**src/rtl/buart_core.sv**
```systemverilog
// buart_core: baud-programmable 8N1 UART transmitter/receiver for the CPU
// serial console. Bit timing comes from a 33-bit phase accumulator per
// direction (add baud each clock, subtract CLKFREQ on overflow), so the
// average bit period is CLKFREQ/baud clocks with at most 1 clock of jitter.
//
// Ports:
//   clk      system clock, rising edge
//   resetq   asynchronous reset, active high
//   baud     bit rate in bits/s (1 .. CLKFREQ/4), held stable during a frame
//   rx       serial input, asynchronous, idle high
//   tx       serial output, idle high
//   wr       one-cycle strobe: start sending tx_data (ignored while busy)
//   tx_data  byte to send, sampled with wr
//   busy     transmitter occupied
//   rd       one-cycle strobe: clear valid
//   valid    a received byte is waiting in rx_data
//   rx_data  last correctly framed received byte
module buart_core #(
    parameter int unsigned CLKFREQ = 12_000_000
) (
    input  logic        clk,
    input  logic        resetq,
    input  logic [31:0] baud,
    input  logic        rx,
    output logic        tx,
    input  logic        wr,
    input  logic [7:0]  tx_data,
    output logic        busy,
    input  logic        rd,
    output logic        valid,
    output logic [7:0]  rx_data
);

    localparam int unsigned ACC_W = 33;
    localparam logic [ACC_W-1:0] CLK_ACC  = ACC_W'(CLKFREQ);
    localparam logic [ACC_W-1:0] HALF_ACC = ACC_W'(CLKFREQ / 2);

    // ------------------------------------------------------------------
    // Transmitter
    // ------------------------------------------------------------------
    typedef enum logic {TX_IDLE, TX_SEND} tx_state_t;

    tx_state_t        tx_state;
    logic [ACC_W-1:0] tx_acc;
    logic [ACC_W-1:0] tx_sum_c;
    logic             tx_tick_c;
    logic [8:0]       tx_shreg;   // stop bit + data bits still to go out
    logic [3:0]       tx_cnt;     // bit ticks seen in this frame

    // TX bit-tick generation
    always_comb begin
        tx_sum_c  = tx_acc + ACC_W'(baud);
        tx_tick_c = (tx_sum_c >= CLK_ACC);
    end

    // TX FSM: start bit goes out directly on wr, the other nine bits shift
    // out on ticks, and the tenth tick ends the stop bit.
    always_ff @(posedge clk or posedge resetq) begin
        if (resetq) begin
            tx_state <= TX_IDLE;
            tx_acc   <= '0;
            tx_shreg <= '1;
            tx_cnt   <= '0;
            tx       <= 1'b1;
            busy     <= 1'b0;
        end else begin
            case (tx_state)
                TX_IDLE: begin
                    if (wr) begin
                        tx_shreg <= {1'b1, tx_data};
                        tx_acc   <= '0;
                        tx_cnt   <= '0;
                        tx       <= 1'b0;
                        busy     <= 1'b1;
                        tx_state <= TX_SEND;
                    end
                end
                TX_SEND: begin
                    if (tx_tick_c) begin
                        tx_acc <= tx_sum_c - CLK_ACC;
                        if (tx_cnt == 4'd9) begin
                            tx       <= 1'b1;
                            busy     <= 1'b0;
                            tx_state <= TX_IDLE;
                        end else begin
                            tx       <= tx_shreg[0];
                            tx_shreg <= {1'b1, tx_shreg[8:1]};
                            tx_cnt   <= tx_cnt + 4'd1;
                        end
                    end else begin
                        tx_acc <= tx_sum_c;
                    end
                end
                default: tx_state <= TX_IDLE;
            endcase
        end
    end

    // ------------------------------------------------------------------
    // Receiver
    // ------------------------------------------------------------------
    typedef enum logic [1:0] {RX_IDLE, RX_START, RX_DATA, RX_STOP} rx_state_t;

    rx_state_t        rx_state;
    logic             rx_s1;
    logic             rx_s2;
    logic             rx_prev;
    logic [ACC_W-1:0] rx_acc;
    logic [ACC_W-1:0] rx_sum_c;
    logic             rx_tick_c;
    logic             rx_fall_c;
    logic [7:0]       rx_shreg;
    logic [2:0]       rx_cnt;

    // Two-flop synchronizer plus one delayed copy for edge detection;
    // reset high so leaving reset never looks like a start edge.
    always_ff @(posedge clk or posedge resetq) begin
        if (resetq) begin
            rx_s1   <= 1'b1;
            rx_s2   <= 1'b1;
            rx_prev <= 1'b1;
        end else begin
            rx_s1   <= rx;
            rx_s2   <= rx_s1;
            rx_prev <= rx_s2;
        end
    end

    // RX bit-tick generation and start-edge detection
    always_comb begin
        rx_sum_c  = rx_acc + ACC_W'(baud);
        rx_tick_c = (rx_sum_c >= CLK_ACC);
        rx_fall_c = rx_prev & ~rx_s2;
    end

    // RX FSM. The accumulator is preset to half a period on the start edge
    // so every tick lands in the middle of a bit.
    always_ff @(posedge clk or posedge resetq) begin
        if (resetq) begin
            rx_state <= RX_IDLE;
            rx_acc   <= '0;
            rx_shreg <= '0;
            rx_cnt   <= '0;
            rx_data  <= '0;
            valid    <= 1'b0;
        end else begin
            // rd clears first so a byte completing in the same cycle wins
            if (rd) begin
                valid <= 1'b0;
            end

            if (rx_state != RX_IDLE) begin
                rx_acc <= rx_tick_c ? (rx_sum_c - CLK_ACC) : rx_sum_c;
            end

            case (rx_state)
                RX_IDLE: begin
                    if (rx_fall_c) begin
                        rx_acc   <= HALF_ACC;
                        rx_state <= RX_START;
                    end
                end
                RX_START: begin
                    if (rx_tick_c) begin
                        if (rx_s2) begin
                            rx_state <= RX_IDLE;   // glitch, not a start bit
                        end else begin
                            rx_cnt   <= '0;
                            rx_state <= RX_DATA;
                        end
                    end
                end
                RX_DATA: begin
                    if (rx_tick_c) begin
                        rx_shreg <= {rx_s2, rx_shreg[7:1]};
                        if (rx_cnt == 3'd7) begin
                            rx_state <= RX_STOP;
                        end else begin
                            rx_cnt <= rx_cnt + 3'd1;
                        end
                    end
                end
                RX_STOP: begin
                    if (rx_tick_c) begin
                        // a low stop bit is a framing error: drop the byte
                        if (rx_s2) begin
                            rx_data <= rx_shreg;
                            valid   <= 1'b1;
                        end
                        rx_state <= RX_IDLE;
                    end
                end
                default: rx_state <= RX_IDLE;
            endcase
        end
    end

endmodule

```
**config.mk**
```make
export PLATFORM = sky130hd
export DESIGN_NAME = buart_core
export DESIGN_NICKNAME = d
export VERILOG_FILES = /design/src/rtl/buart_core.sv
export SDC_FILE = /design/constraint.sdc
export NUM_CORES = 1
export LEC_CHECK = 0
export BUFFER_PORTS_ARGS = -buffer_cell sky130_fd_sc_hd__buf_2
export CAP_MARGIN = 10
export CORE_MARGIN = 4
export CORE_UTILIZATION = 65
export CTS_CLUSTER_SIZE = 28
export DETAILED_ROUTE_END_ITERATION = 8
export GPL_TIMING_DRIVEN = 0
export HOLD_SLACK_MARGIN = 0.08
export MAX_ROUTING_LAYER = met4
export PLACE_DENSITY = 0.95
export SYNTH_ARGS = -nofsm -noshare
export SYNTH_HDL_FRONTEND = slang
export SYNTH_SLANG_ARGS = --single-unit
export TNS_END_PERCENT = 1
```
**constraint.sdc**
```tcl
create_clock -name clk -period 9.6 [get_ports clk]
set_input_delay 1.44 -clock clk [delete_from_list [all_inputs] [get_ports clk]]
set_output_delay 1.44 -clock clk [all_outputs]
set_load 0.005 [all_outputs]
```
After elaboration in Yosys (flattened, before gate mapping):

Index checks and enable logic that the tools add are counted.

* $add $sub $neg: 6
* magnitude comparators: 2
* equal/unequal tests: 16
* mux-type cells: 43
* bitwise operators: 3
* reduce and logical (&&, ||, !) cells: 10

Operator list (count)
* 33-bit 2-to-1 mux: 6
* 33-bit by 32-bit adder with 33-bit output: 2
* 33-bit by 24-bit >= comparator with 1-bit output (second input constant): 2
* 33-bit one-hot mux with 2 select lines: 1
* 33-bit by 24-bit subtractor with 33-bit output (second input constant): 2
* 9-bit 2-to-1 mux: 3
* 2-bit inequality test (second input constant): 9
* 9-bit one-hot mux with 2 select lines: 1
* 1-bit 2-to-1 mux: 13
* 2-bit 2-to-1 mux: 6
* 3-bit 2-to-1 mux: 4
* 4-bit 2-to-1 mux: 3
* 5-bit AND reduction: 2
* 3-bit AND reduction: 3
* 2-bit one-hot mux with 4 select lines: 1
* 4-bit one-hot mux with 2 select lines: 1
* 1-bit one-hot mux with 2 select lines: 3
* 3-bit one-hot mux with 2 select lines: 1
* 4-bit by 1-bit adder with 4-bit output (second input constant): 1
* 2-bit == test (second input constant): 2
* 4-bit == test (second input constant): 1
* 2-bit by 1-bit inequality test with 1-bit output (second input constant): 2
* 2-bit AND reduction: 2
* 2-bit nonzero test: 2
* other kinds (6): 7

* register bits: 107
* input bits: 45
* output and inout port bits: 11
* logic and storage cells: 95

Longest topological paths before layout:

* depth after elaboration: 6
* mapped depth: 20
* mapped depth without buffers: 18

Worst setup path after synthesis:

Ideal clock, no wire load.

* kind: input -> register
* from: input port baud[0]
* to: register tx_shreg[0]
* setup time: 77 ps
* arrival: 4963 ps
* data required time: 9523 ps
* path slack: 4559 ps
* cell stages on the path: 18
* buffers on the path: 1
* cell sequence: ha_1 > fa_1 > a21o_1 > a221o_1 > a21oi_1 > xnor2_1 > ha_1 > nand3_1 > nor3_1 > nand3_1 > nor4_1 > and3_1 > a41oi_1 > a31oi_1 > nand2_1 > buf_2 > o22a_1 > o21a_1

* cells in the longest elaborated chain, start to end: 4

RTL lines
* from (decl): RTL line 23 `input logic [31:0] baud,`
* 33-bit by 32-bit adder with 33-bit output: RTL line 52 `tx_sum_c = tx_acc + ACC_W'(baud);`
* 33-bit by 24-bit >= comparator with 1-bit output: RTL line 53 `tx_tick_c = (tx_sum_c >= CLK_ACC);`
* 2-bit by 1-bit inequality test with 1-bit output (no source line)
* 3-bit AND reduction (no source line)
* to (signal assigned): RTL line 70 `tx_shreg <= {1'b1, tx_data};`
* to (signal assigned): RTL line 87 `tx_shreg <= {1'b1, tx_shreg[8:1]};`
* to (decl): RTL line 47 `logic [8:0] tx_shreg;`

No other way between the ends.
A chain may end at the register's enable or synchronous reset.

Worst setup path in the final report:

* from: input port baud[0]
* to: register tx_acc[16]

* cells in the longest elaborated chain, start to end: 4
* elaborated cells on any way between the ends: 5
* classes of those cells: add/sub (2); order compare (1); mux (2)

RTL lines
* 33-bit by 32-bit adder with 33-bit output (*): RTL line 52
* 33-bit by 24-bit subtractor with 33-bit output or 33-bit by 24-bit >= comparator with 1-bit output (tied branches): RTL line 80, 53
* 33-bit 2-to-1 mux (*): RTL line 79 `if (tx_tick_c) begin`
* 33-bit one-hot mux with 2 select lines (*): RTL line 67 `case (tx_state)`
* to (signal assigned): RTL line 80 `tx_acc <= tx_sum_c - CLK_ACC;`
* to (signal assigned): RTL line 91 `tx_acc <= tx_sum_c;`
* to (decl): RTL line 44 `logic [ACC_W-1:0] tx_acc;`

Mark *: on every way between the ends. The rest lies on a longest branch, timed or not.

==> impl_metrics.tcl <==
set metrics [dict create \
    status "finished clean" \
    via_per_inst 6.85 \
    cts_root_buffer "clkbuf_16" \
    drive_gt1_share_pct 12.4 \
    nets 1334 \
    syn_area_per_cell_sq_um 8.32 \
    cts_hold_buf 0 \
    drt_iter0_drc 1038 \
    start_kind "input port" \
    synth_cell_types 84 \
    synth_ff_type "dfrtp_1" \
    synth_seq_cells 106 \
    worstMarginPinSlew_ns 0.974 \
    syn_nets 1267 \
    critPathMaxFanout 10 \
    finalHoldViolations 0 \
    maxSlewHeadroom_pct 34.5 \
    pre_cts_ws_ns 3.53 \
    first_pass_iters 9 \
    overflow 0 \
    synth_cells 1150 \
    cp.arrival_ns 6.14 \
    end_kind "register" \
    setup_tns_ns 0 \
    final_util_pct 71.9 \
    final_cells 1407 \
    synth_edf_count 0 \
    dp_cells 1390 \
    hold_end "rx_s2$_DFF_PP1_" \
    maxCapViolCount 0 \
    grt_pass1_vias 8909 \
    globalplace.congestion 1.01 \
    yosysWarnings 0 \
    postCtsSetupBuffers 0 \
    portBuffers 55 \
    netlist_area_sq_um 9560 \
    regToRegSetupSlack_ns 4.47 \
    drc 0 \
    whs_path_depth 0 \
    die-area_sq_um 16700 \
    h-tree-depth 3 \
    synth-async-reset-ratio_pct 100 \
    routed_wl_microns 28400 \
    drv_slew 0 \
    dr_total_vias 9633 \
    dpl.hpwl_microns 21400 \
    cts-resized-gates 0 \
    fp.dieW_microns 129 \
    initial_utilization_pct 66.1 \
    worst_hold_path_type "register to register" \
    worst_slack_ns 3.68 \
    cts_buffers 9 \
    placementRows 44 \
    track_usage_pct 35.3 \
    clock_sinks 106 \
    clkTransAtPathRegs_ns 0.08 \
    layout_common_cells "nand2_1 (131), dfrtp_1 (94), a21oi_1 (87)" \
    die_h_microns 129 \
    clockBufferDepth 2 \
    final_antenna_net_count 0 \
    synth_seq_area_share_pct 27.9 \
    grt_first_pass_wirelength_microns 45400 \
    final_common_cell "nand2_1" \
    grt_max_degree 71 \
    cp.required_ns 9.83 \
    hold_start "rx_s1$_DFF_PP1_" \
    path_class "input port to register" \
    regToRegEndpoint "tx_acc[16]$_DFFE_PP0P_" \
    finalCriticalPeriod_ns 5.92 \
    syn_to_final_growth_pct 8.90 \
    core_sq_um 14500 \
    rsz0062_at_grt "no" \
    clock_latency_ns 0.37 \
    finalSetupViolCount 0 \
    pin_count 56 \
    tritoncts "done" \
    fin_crit_sh_pct 61.6 \
    rr_worst_depth 18 \
    finClkSkew_ns 0.00732 \
    clock.fmax_ghz 0.169 \
    routedWlPerCell_microns 20.2 \
    antenna_found_initial 1 \
    rr_startpoint "tx_acc[0]$_DFFE_PP0P_" \
]
-- Yosys cell counts, drive strengths merged (7+ instances only) --
library cell  instances  share of area [%]
o22a                  8               0.73
mux2i                11                1.2
o21a                 19                1.5
nand2b                9               0.59
nand3                36                2.0
xor2                 30                2.7
a31oi                14               0.98
nor2                 70                2.7
o211ai               18                1.4
a22o                 14                1.3
a21oi                90                4.8
nand2               131                5.1
xnor2                47                4.3
or3                  15               0.98
nor4                  7               0.61
ha                   70                9.2
clkbuf               36                1.4
dfrtp                94                 25
dfstp                12                3.3
inv                  24               0.94
nor3                 31                1.6
nand4                23                1.6
a21o                 39                3.1
and4                 12                1.1
and2                 24                1.6
or2                   9               0.59
mux2                 18                2.1
buf                  14               0.93
o22ai                11               0.72
a221oi                9                1.1
o21bai                7               0.55
a211oi               10               0.92
o21ai                84                4.4
and3                 19                1.2
-- worst max-delay path by stage --
stage / startpoint / endpoint / cells past startpoint
after floorplan: baud[0] / tx_shreg[0]$_DFFE_PP1P_ / 18
after global placement: baud[0] / tx_acc[16]$_DFFE_PP0P_ / 19
after detailed placement: baud[0] / tx_acc[16]$_DFFE_PP0P_ / 19
after CTS: baud[0] / tx_acc[16]$_DFFE_PP0P_ / 19
after global routing: baud[0] / tx_acc[26]$_DFFE_PP0P_ / 19
final: baud[0] / tx_acc[16]$_DFFE_PP0P_ / 19
-- state kept, by name, summed over array words and instances, names as in the netlist, 3 cells and up, named ones only --
| name | cells |
|---|---|
| rx_shreg | 8 |
| tx_shreg | 8 |
| rx_cnt | 3 |
| rx_acc | 33 |
| rx_data | 8 |
| tx_cnt | 4 |
| tx_acc | 33 |
-- metal layers --
metal / up-vias / GRT usage [%] / share of wire, %
met5: - / - / 0
met3: 106 / 5.44 / 8.2
met4: 0 / 13.5 / 3.9
met2: 529 / 53.5 / 45
met1: 4560 / 48.0 / 43
li1: 4438 / - / -
-- cell type report --
| cell class | count | area, sq um |
|---|---|---|
| Fill cell | 1126 | 4060 |
| Timing Repair Buffer | 56 | 303 |
| Multi-Input combinational cell | 970 | 6580 |
| Buffer | 50 | 224 |
| Antenna cell | 1 | 2.50 |
| Clock inverter | 6 | 62.6 |
| Inverter | 24 | 92.6 |
| Sequential cell | 106 | 2670 |
| Clock buffer | 10 | 250 |
| Tap cell | 184 | 230 |
-- worst max-delay path, stage by stage --
cell and delay [ns]:
buf_2 0.11, ha_1 0.21, fa_1 0.41, a21o_1 0.23, a221o_1 0.44, a21oi_1 0.22, xnor2_1 0.21, ha_1 0.28
nand3_1 0.10, nor3_1 0.26, nand3_1 0.15, nor4_1 0.39, and3_1 0.22, a41oi_1 0.28, nand3_1 0.19, clkbuf_1 0.46
o31ai_1 0.18, xor2_1 0.21, o22ai_1 0.11
-- stage by stage --
step	hold WS (ns)	instance area [sq um]
5_1_grt	0.378	10400
6_report	0.370	10400
2_1_floorplan	0.345	9560
3_5_place_dp	0.358	10100
4_1_cts	0.371	10400
3_3_place_gp	0.345	10100
-- cell families after synthesis --
| logic type | after synthesis | share of synthesized area [%] |
|---|---|---|
| fa+ha+maj | 72 | 9.58 |
| buf+inv | 74 | 3.28 |
| simple gates | 410 | 21.8 |
| mux | 29 | 3.27 |
| flops | 106 | 27.9 |
| compound gates | 382 | 27.1 |
| xor+xnor | 77 | 7.05 |
Power is not shown: default switching activity piles up to over one toggle a cycle in this logic, so the estimate is an artifact.
